### src/rtl/alu_seq_pkg.sv
// -----------------------------------------------------------------------------
// alu_seq_pkg
// Shared types and constants for the ALU operation sequencer.
//   seq_state_t   : sequencer FSM states (IDLE, EXEC_LO, EXEC_HI, DONE)
//   SEL_LOGIC_BIT : select bit that routes an op to the logic unit
//   OP_W          : width of the ALU select field
//   BYTE_W        : width of one ALU pass
//   WORD_W        : width of a wide (two-pass) operation
//   CNT_W         : width of the ALU latency counter
// -----------------------------------------------------------------------------
package alu_seq_pkg;

    typedef enum logic [1:0] {
        IDLE    = 2'd0,
        EXEC_LO = 2'd1,
        EXEC_HI = 2'd2,
        DONE    = 2'd3
    } seq_state_t;

    localparam int SEL_LOGIC_BIT = 2;
    localparam int OP_W          = 3;
    localparam int BYTE_W        = 8;
    localparam int WORD_W        = 16;
    localparam int CNT_W         = 4;

endpackage

### src/rtl/alu_op_sequencer.sv
// -----------------------------------------------------------------------------
// alu_op_sequencer
// Front-end controller for an 8-bit clocked ALU. Takes one operation per
// request handshake, drives the ALU operand/select lines, waits ALU_LATENCY
// cycles, captures Data/Cout and returns the result on a response handshake.
// Wide (16-bit) operations run as two 8-bit passes, low byte first, with the
// low-pass carry forwarded into the high pass for arithmetic ops.
//
// Handshakes: a transfer happens on a rising clk edge where valid & ready are
// both high. A producer holds valid and its payload stable until the transfer;
// ready may be asserted independently of valid.
//
// Ports:
//   clk, rst_n                 clock, asynchronous active-low reset
//   req_valid/req_ready        request handshake
//   req_op, req_a, req_b,      ALU select, operands (high bytes used only when
//   req_cin, req_wide          req_wide=1), carry-in / logic function select
//   alu_a, alu_b, alu_s,       to the ALU
//   alu_cin
//   alu_data, alu_cout         from the ALU
//   rsp_valid/rsp_ready        response handshake
//   rsp_data, rsp_cout         result and final carry-out (0 for logic ops)
//   busy                       high whenever the FSM is not IDLE
//   rsp_zero, rsp_neg          result flags, present only when the macro
//                              ALU_OP_SEQUENCER_FLAGS_EN is defined
//
// Parameter ALU_LATENCY (1..15): cycles from ALU inputs presented to Data/Cout
// valid.
// -----------------------------------------------------------------------------
module alu_op_sequencer
    import alu_seq_pkg::*;
#(
    parameter int ALU_LATENCY = 2
) (
    input  logic              clk,
    input  logic              rst_n,
    input  logic              req_valid,
    output logic              req_ready,
    input  logic [OP_W-1:0]   req_op,
    input  logic [WORD_W-1:0] req_a,
    input  logic [WORD_W-1:0] req_b,
    input  logic              req_cin,
    input  logic              req_wide,
    output logic [BYTE_W-1:0] alu_a,
    output logic [BYTE_W-1:0] alu_b,
    output logic [OP_W-1:0]   alu_s,
    output logic              alu_cin,
    input  logic [BYTE_W-1:0] alu_data,
    input  logic              alu_cout,
    output logic              rsp_valid,
    input  logic              rsp_ready,
    output logic [WORD_W-1:0] rsp_data,
    output logic              rsp_cout,
`ifdef ALU_OP_SEQUENCER_FLAGS_EN
    output logic              rsp_zero,
    output logic              rsp_neg,
`endif
    output logic              busy
);

    generate
        if (ALU_LATENCY < 1 || ALU_LATENCY > 15) begin : g_bad_latency
            $error("alu_op_sequencer: ALU_LATENCY must be in 1..15");
        end
    endgenerate

    localparam logic [CNT_W-1:0] LAST_CNT = CNT_W'(ALU_LATENCY - 1);

    seq_state_t          state;
    seq_state_t          state_d;
    logic [CNT_W-1:0]    cnt;
    logic                last;
    logic                accept;
    logic                is_logic;

    logic [OP_W-1:0]     op_q;
    logic [WORD_W-1:0]   a_q;
    logic [WORD_W-1:0]   b_q;
    logic                cin_q;
    logic                wide_q;
    logic [BYTE_W-1:0]   lo_q;
    logic                carry_q;

    logic                cap_en;
    logic [WORD_W-1:0]   cap_word;

    // req_ready is registered so that it reads 0 while reset is asserted;
    // outside reset it always equals (state == IDLE).
    logic                ready_q;

    assign req_ready = ready_q;
    assign accept    = req_valid && ready_q;
    assign last      = (cnt == LAST_CNT);
    assign is_logic  = op_q[SEL_LOGIC_BIT];
    assign busy      = (state != IDLE);

    // The final pass of an operation: low pass of a narrow op, or high pass.
    assign cap_en   = last && (((state == EXEC_LO) && !wide_q) || (state == EXEC_HI));
    assign cap_word = (state == EXEC_HI) ? {alu_data, lo_q}
                                         : {{(WORD_W-BYTE_W){1'b0}}, alu_data};

    // ---------------- FSM state register ----------------
    always_ff @(posedge clk or negedge rst_n) begin
        if (!rst_n) begin
            state   <= IDLE;
            ready_q <= 1'b0;
        end else begin
            state   <= state_d;
            ready_q <= (state_d == IDLE);
        end
    end

    // ---------------- FSM next state and ALU drive ----------------
    always_comb begin
        state_d = state;
        alu_a   = '0;
        alu_b   = '0;
        alu_s   = '0;
        alu_cin = 1'b0;
        case (state)
            IDLE: begin
                if (accept) state_d = EXEC_LO;
            end
            EXEC_LO: begin
                alu_a   = a_q[BYTE_W-1:0];
                alu_b   = b_q[BYTE_W-1:0];
                alu_s   = op_q;
                alu_cin = cin_q;
                if (last) state_d = wide_q ? EXEC_HI : DONE;
            end
            EXEC_HI: begin
                alu_a   = a_q[WORD_W-1:BYTE_W];
                alu_b   = b_q[WORD_W-1:BYTE_W];
                alu_s   = op_q;
                // In the logic unit Cin selects the function, so it must not
                // be replaced by the low-pass carry.
                alu_cin = is_logic ? cin_q : carry_q;
                if (last) state_d = DONE;
            end
            DONE: begin
                if (rsp_ready) state_d = IDLE;
            end
            default: state_d = IDLE;
        endcase
    end

    // ---------------- Latency counter ----------------
    // Any state change clears it, so it starts at 0 on entry to each pass.
    always_ff @(posedge clk or negedge rst_n) begin
        if (!rst_n) begin
            cnt <= '0;
        end else if (state_d != state) begin
            cnt <= '0;
        end else if ((state == EXEC_LO) || (state == EXEC_HI)) begin
            cnt <= cnt + 1'b1;
        end
    end

    // ---------------- Request capture ----------------
    always_ff @(posedge clk or negedge rst_n) begin
        if (!rst_n) begin
            op_q   <= '0;
            a_q    <= '0;
            b_q    <= '0;
            cin_q  <= 1'b0;
            wide_q <= 1'b0;
        end else if (accept) begin
            op_q   <= req_op;
            a_q    <= req_a;
            b_q    <= req_b;
            cin_q  <= req_cin;
            wide_q <= req_wide;
        end
    end

    // ---------------- Result capture and response ----------------
    always_ff @(posedge clk or negedge rst_n) begin
        if (!rst_n) begin
            lo_q      <= '0;
            carry_q   <= 1'b0;
            rsp_valid <= 1'b0;
            rsp_data  <= '0;
            rsp_cout  <= 1'b0;
        end else begin
            if ((state == EXEC_LO) && last) begin
                lo_q    <= alu_data;
                carry_q <= alu_cout;
            end
            if (cap_en) begin
                rsp_valid <= 1'b1;
                rsp_data  <= cap_word;
                rsp_cout  <= is_logic ? 1'b0 : alu_cout;
            end else if ((state == DONE) && rsp_ready) begin
                rsp_valid <= 1'b0;
            end
        end
    end

`ifdef ALU_OP_SEQUENCER_FLAGS_EN
    always_ff @(posedge clk or negedge rst_n) begin
        if (!rst_n) begin
            rsp_zero <= 1'b0;
            rsp_neg  <= 1'b0;
        end else if (cap_en) begin
            // Narrow results have a zero high byte, so a 16-bit compare
            // covers both widths.
            rsp_zero <= (cap_word == '0);
            rsp_neg  <= (state == EXEC_HI) ? cap_word[WORD_W-1] : cap_word[BYTE_W-1];
        end
    end
`endif

endmodule

### config.mk
export PLATFORM = sky130hd
export DESIGN_NAME = alu_op_sequencer
export DESIGN_NICKNAME = d
export VERILOG_FILES = /design/src/rtl/alu_seq_pkg.sv /design/src/rtl/alu_op_sequencer.sv
export SDC_FILE = /design/constraint.sdc
export NUM_CORES = 1
export LEC_CHECK = 0
export ABC_AREA = 1
export BUFFER_PORTS_ARGS = -buffer_cell sky130_fd_sc_hd__buf_2
export CAP_MARGIN = 15
export CORE_MARGIN = 10
export CORE_UTILIZATION = 45
export DETAILED_ROUTE_END_ITERATION = 10
export PLACE_DENSITY_LB_ADDON = 0.15
export SETUP_SLACK_MARGIN = 0.2
export SYNTH_ARGS = -nofsm -noshare
export SYNTH_HDL_FRONTEND = slang
export SYNTH_SLANG_ARGS = --single-unit
export TNS_END_PERCENT = 20
### constraint.sdc
create_clock -name clk -period 5.1 [get_ports clk]
set_input_delay 1.53 -clock clk [delete_from_list [all_inputs] [get_ports clk]]
set_output_delay 1.53 -clock clk [all_outputs]
set_load 0.05 [all_outputs]
==> After elaboration in Yosys (flattened, before gate mapping) <==
Cells that the tools add are included.
{ "totals": {"ff_bits": 71, "word_cells": 50, "in_bits": 50, "output_inout_bits": 40} }
{ "op_classes": {"n_mux": 17, "eq_ne": 5, "reduce_logical": 14, "add_sub_neg": 1} }
{ "ops": {"columns": ["op", "count"], "rows": [
  ["$pmux 8 s2", 2],
  ["$mux 16", 1],
  ["$mux 2", 4],
  ["$mux 4", 2],
  ["$pmux 2 s4", 1],
  ["$reduce_bool 2->1", 3],
  ["$logic_and 1x1->1", 5],
  ["$mux 1", 5],
  ["$add 4x1->4 const B", 1],
  ["$eq 2x2->1 const B", 2],
  ["$eq 4x1->1 const B", 1],
  ["$logic_not 2->1", 2],
  ["$mux 3", 1],
  ["$eq 2x1->1 const B", 1],
  ["$logic_or 1x1->1", 2],
  ["$ne 2x2->1", 1],
  ["$pmux 1 s2", 1],
  ["$reduce_or 2->1", 1],
  ["$logic_not 1->1", 1]
]} }

==> Logic depth before layout (Yosys ltp) <==
{ "logic_depth": {"depth_word": 5, "ltp_mapped": 12, "mapped_depth_nobuf": 11} }

==> Worst setup path before layout <==
Ideal clock, no wire load.
{ "synth_path": {"path_kind": "register to output", "from": "register state[0]", "to": "output alu_a[0]", "required_ps": 3570, "stages_incl_launch_ff": 7, "arrival_ps": 2095, "setup_slack_ps": 1475, "path_buffers": 2, "cell_sequence": "dfrtp_1 > inv_1 > ha_1 > buf_2 > clkinv_1 > clkbuf_1 > a21oi_1"} }
{ "synth_via": {"elab_chain_cells": 2, "elab_cells_between_ends": 3, "cone_classes": "2 x eq/ne; 1 x mux"} }
{ "synth_lines": {"columns": ["item", "line", "source"], "rows": [
  ["start: declaration", "alu_op_sequencer.sv:69", "seq_state_t state;"],
  ["start signal: assignment", "alu_op_sequencer.sv:108", "state <= state_d;"],
  ["$eq 2x2->1 or $eq 2x1->1 (tied branches)", "alu_op_sequencer.sv:120", "case (state)"],
  ["$pmux 8 s2 *", "alu_op_sequencer.sv:120", null],
  ["end: declaration", "alu_op_sequencer.sv:44", "output logic [BYTE_W-1:0] alu_a,"]
]} }
Mark *: on every way between the ends. The rest lies on a longest branch, timed or not.

==> Worst setup path in the final report <==
{ "layout_path": {"from": "register state[1]", "to": "output alu_b[4]"} }
{ "layout_via": {"elab_chain_cells": 2, "elab_cells_between_ends": 3, "cone_classes": "2 x eq/ne; 1 x mux"} }
{ "layout_lines": {"columns": ["item", "line", "source"], "rows": [
  ["$eq 2x2->1 or $eq 2x1->1 (tied branches)", "alu_op_sequencer.sv:120", null],
  ["$pmux 8 s2 *", "alu_op_sequencer.sv:120", null],
  ["end: declaration", "alu_op_sequencer.sv:45", "output logic [BYTE_W-1:0] alu_b,"]
]} }
Marked as above.

==> run_results.csv <==
group,metric,value,unit
placement,place_ws,1.451,ns
min_path,hold_path.class,"reg2reg",
placement,gp_congestion,0.7788,
setup_path,r2r-end,"cnt[0]$_DFFE_PN0P_",
clock_network,cts_max_level,3,
setup_path,cp_data_arrival_time,2.42,ns
yosys,synth.net_count,458,
timing,fin_ws,1.147,ns
global_route,gr-usage-met1,18.45,%
global_route,grt_pass1_vias,2893,
detailed_routing,viasPerCell,4.728,
setup_path,worstSetupPathType,"reg2out",
layout,n_antenna_cell,0,
floorplanning,coreArea,7176,um^2
timing,fin_hold_ws,0.4816,ns
yosys,synth.avg_cell_area,8.215,um^2
layout,fin_util,55.80,%
timing,period_minus_slack,3.953,ns
yosys,yosys_warnings,0,
clock_network,cts-root-buf,"clkbuf_8",
setup_path,cp_max_fo,19,
setup_path,crit_path_end_kind,"output pin",
timing,fmax,253.0,MHz
clock_network,cts.path.max_buffers,2,
timing,rsz0062_at_grt,"no",
timing,setup_viol_count_final,0,
floorplanning,initial_core_util,45.91,%
yosys,synth_edf_count,0,
min_path,worstHoldStart,"rsp_data[11]$_DFFE_PN0P_",
power,p_total,0.002959,W
detailed_routing,num_vias,2780,
yosys,netlist_top_cells_area,"dfrtp_1 (54%), nand2_1 (24%), a21oi_1 (2.7%)",
timing,skew,0.01001,ns
global_route,grt_start_max_net_pins,72,
detailed_routing,antenna_left,0,
setup_path,r2r_start,"state[1]$_DFF_PN0_",
yosys,async_flop_share,100.0,%
detailed_routing,dr.pass1.iters,4,
setup_path,crit_required,3.57,ns
global_route,grtUsageMet3,5.603,%
clock_network,cts.sink_count,71,
clock_network,cts_tree,"yes",
setup_path,critPathLaunchType,"register",
flow_run,drv_cap,0,
clock_network,cts_hold_buf,0,
clock_network,clock_latency,0.35,ns
global_route,track_usage,14.78,%
timing,finalHoldViolCount,0,
detailed_routing,route.detailed.drc,0,
power,vdd_drop_max,0.3476,mV
yosys,netlist_instances,401,
status,status,"finished clean",
floorplanning,rows,31,
yosys,ys_ff_latch,71,
yosys,synth.most_common_cell,"nand2_1",
floorplanning,die_x,105.6,um
timing,drv_slew,0,
timing,max-slew-margin-rel,40.95,%
layout,area_growth,21.53,%
global_route,top_usage_layer,"met2",
yosys,ys_seq_area_share,53.93,%
timing,worst_pin_slew,0.8858,ns
floorplanning,die_area,11140,um^2
placement,hpwl,5.692,mm
floorplanning,chipHeight,105.6,um
setup_path,cp-endpoint,"alu_b[4]",
global_route,grt_pass1_wl,13.71,mm
yosys,syn_area,3294,um^2
global_route,grt_remaining_overflow,0,
global_route,grt_util_met2,23.20,%
timing,fin_tns_setup,0,ns
setup_path,r2r_setup_slack,2.67,ns
yosys,ys.flop_type,"dfrtp_1",
clock_network,postCtsResizedCells,0,
placement,portBuffers,89,
yosys,synth_top_area_share,53.93,%
detailed_routing,drt_iter0_markers,130,
global_route,antenna_found_initial,0,
clock_network,cts_buffers,9,
layout,layout.nets,541,
yosys,yosys.area.top_type,"dfrtp_1",
yosys,synth_cell_type_count,29,
clock_network,post_cts_buffers,0,
setup_path,cp-startpoint,"state[1]$_DFF_PN0_",
power,p_leak,2.181,nW
detailed_routing,wire_per_inst,13.92,um
timing,post-route-period-util,77.50,%
layout,drive_gt1_share,24.95,%
detailed_routing,wl,8.185,mm
power,p_per_area,739.1,nW/um^2
yosys,synth_common_cells,"nand2_1 (208), dfrtp_1 (71), a21oi_1 (18)",
clock_network,path_clk_slew,0.08,ns
floorplanning,boundaryPins,90,
setup_path,reg2reg_depth,9,
metal layers:
| layer | vias up | share of wire, % |
|---|---|---|
| met4 | 0 | 1.3 |
| met2 | 76 | 46 |
| met3 | 10 | 7.5 |
| met1 | 1276 | 46 |
| met5 | - | 0 |
| li1 | 1418 | - |
how the worst min path moves through the flow:
stage | endpoint | depth (start not counted)
3_5_place_dp | rsp_data[12]$_DFFE_PN0P_ | 2
6_report | rsp_data[11]$_DFFE_PN0P_ | 2
4_1_cts | rsp_data[11]$_DFFE_PN0P_ | 2
5_1_grt | b_q[13]$_DFFE_PN0P_ | 2
3_3_place_gp | rsp_data[12]$_DFFE_PN0P_ | 2
2_1_floorplan | a_q[0]$_DFFE_PN0P_ | 2
sequential cells by signal, summed over array words and instances (netlist names):
register / count
rsp_cout: 1
cin_q: 1
rsp_valid: 1
state: 2
req_ready: 1
b_q: 16
cnt: 4
carry_q: 1
rsp_data: 16
lo_q: 8
wide_q: 1
a_q: 16
op_q: 3
cell type report:
| type | count | area, um^2 |
|---|---|---|
| Clock inverter | 7 | 102.6 |
| Sequential cell | 71 | 1777 |
| Tap cell | 99 | 123.9 |
| Multi-Input combinational cell | 290 | 1329 |
| Clock buffer | 9 | 123.9 |
| Fill cell | 722 | 3172 |
| Timing Repair Buffer | 90 | 455.4 |
| Inverter | 22 | 92.59 |
layout by cell type, fill, tap and decap left out:
master      count
nand3_1         7
nand4_1         2
inv_1          16
inv_6           4
clkinvlp_4      1
a21oi_1        18
a31oi_1         6
xnor2_1         1
buf_2          88
o21ai_0        10
o21ai_4         1
inv_4           2
nand2_1       208
nand2_4         3
buf_4           2
o21bai_1        1
nor2_4          1
bufinv_16       2
o31ai_1         4
xor2_1          2
inv_2           2
clkinv_4        1
nor2_1         12
a31oi_2         2
ha_1            7
clkbuf_8        9
nand3b_1        1
dfrtp_1        71
nand3_2         2
clkinv_1        1
nor2_2          2
report_power, final:
part,switching (W),total (W),internal (W)
registers,0.000142,0.000961,0.000820
clock network,0.000231,0.000512,0.000281
logic,0.00111,0.00149,0.000371
total,0.00149,0.00296,0.00147
kinds of logic (layout without fill, tap and decap cells):
logic type               count (synthesis)  count (layout)  synth area share (%)
XOR/XNOR                                 3               3                0.7977
adder cells (fa/ha/maj)                  7               7                 2.658
buffers and inverters                   40             128                 5.735
flip-flops                              71              71                 53.93
AO/OA/AOI/OAI                           42              42                 7.786
AND/OR/NAND/NOR                        238             238                 29.09
metrics by stage:
stage / instance area [um^2] / cells
after floorplan: 3294 / 401
after global placement: 3777 / 572
after detailed placement: 3777 / 572
after CTS: 4004 / 588
after global routing: 4004 / 588
final: 4004 / 588
critical path, stage by stage, from the launching register on:
cell and delay, ns:
dfrtp_1 0.42, inv_1 0.13, ha_1 0.42, clkinv_1 0.51
a21oi_1 0.30, buf_2 0.30
No activity file was read; power rests on OpenSTA's default activity.
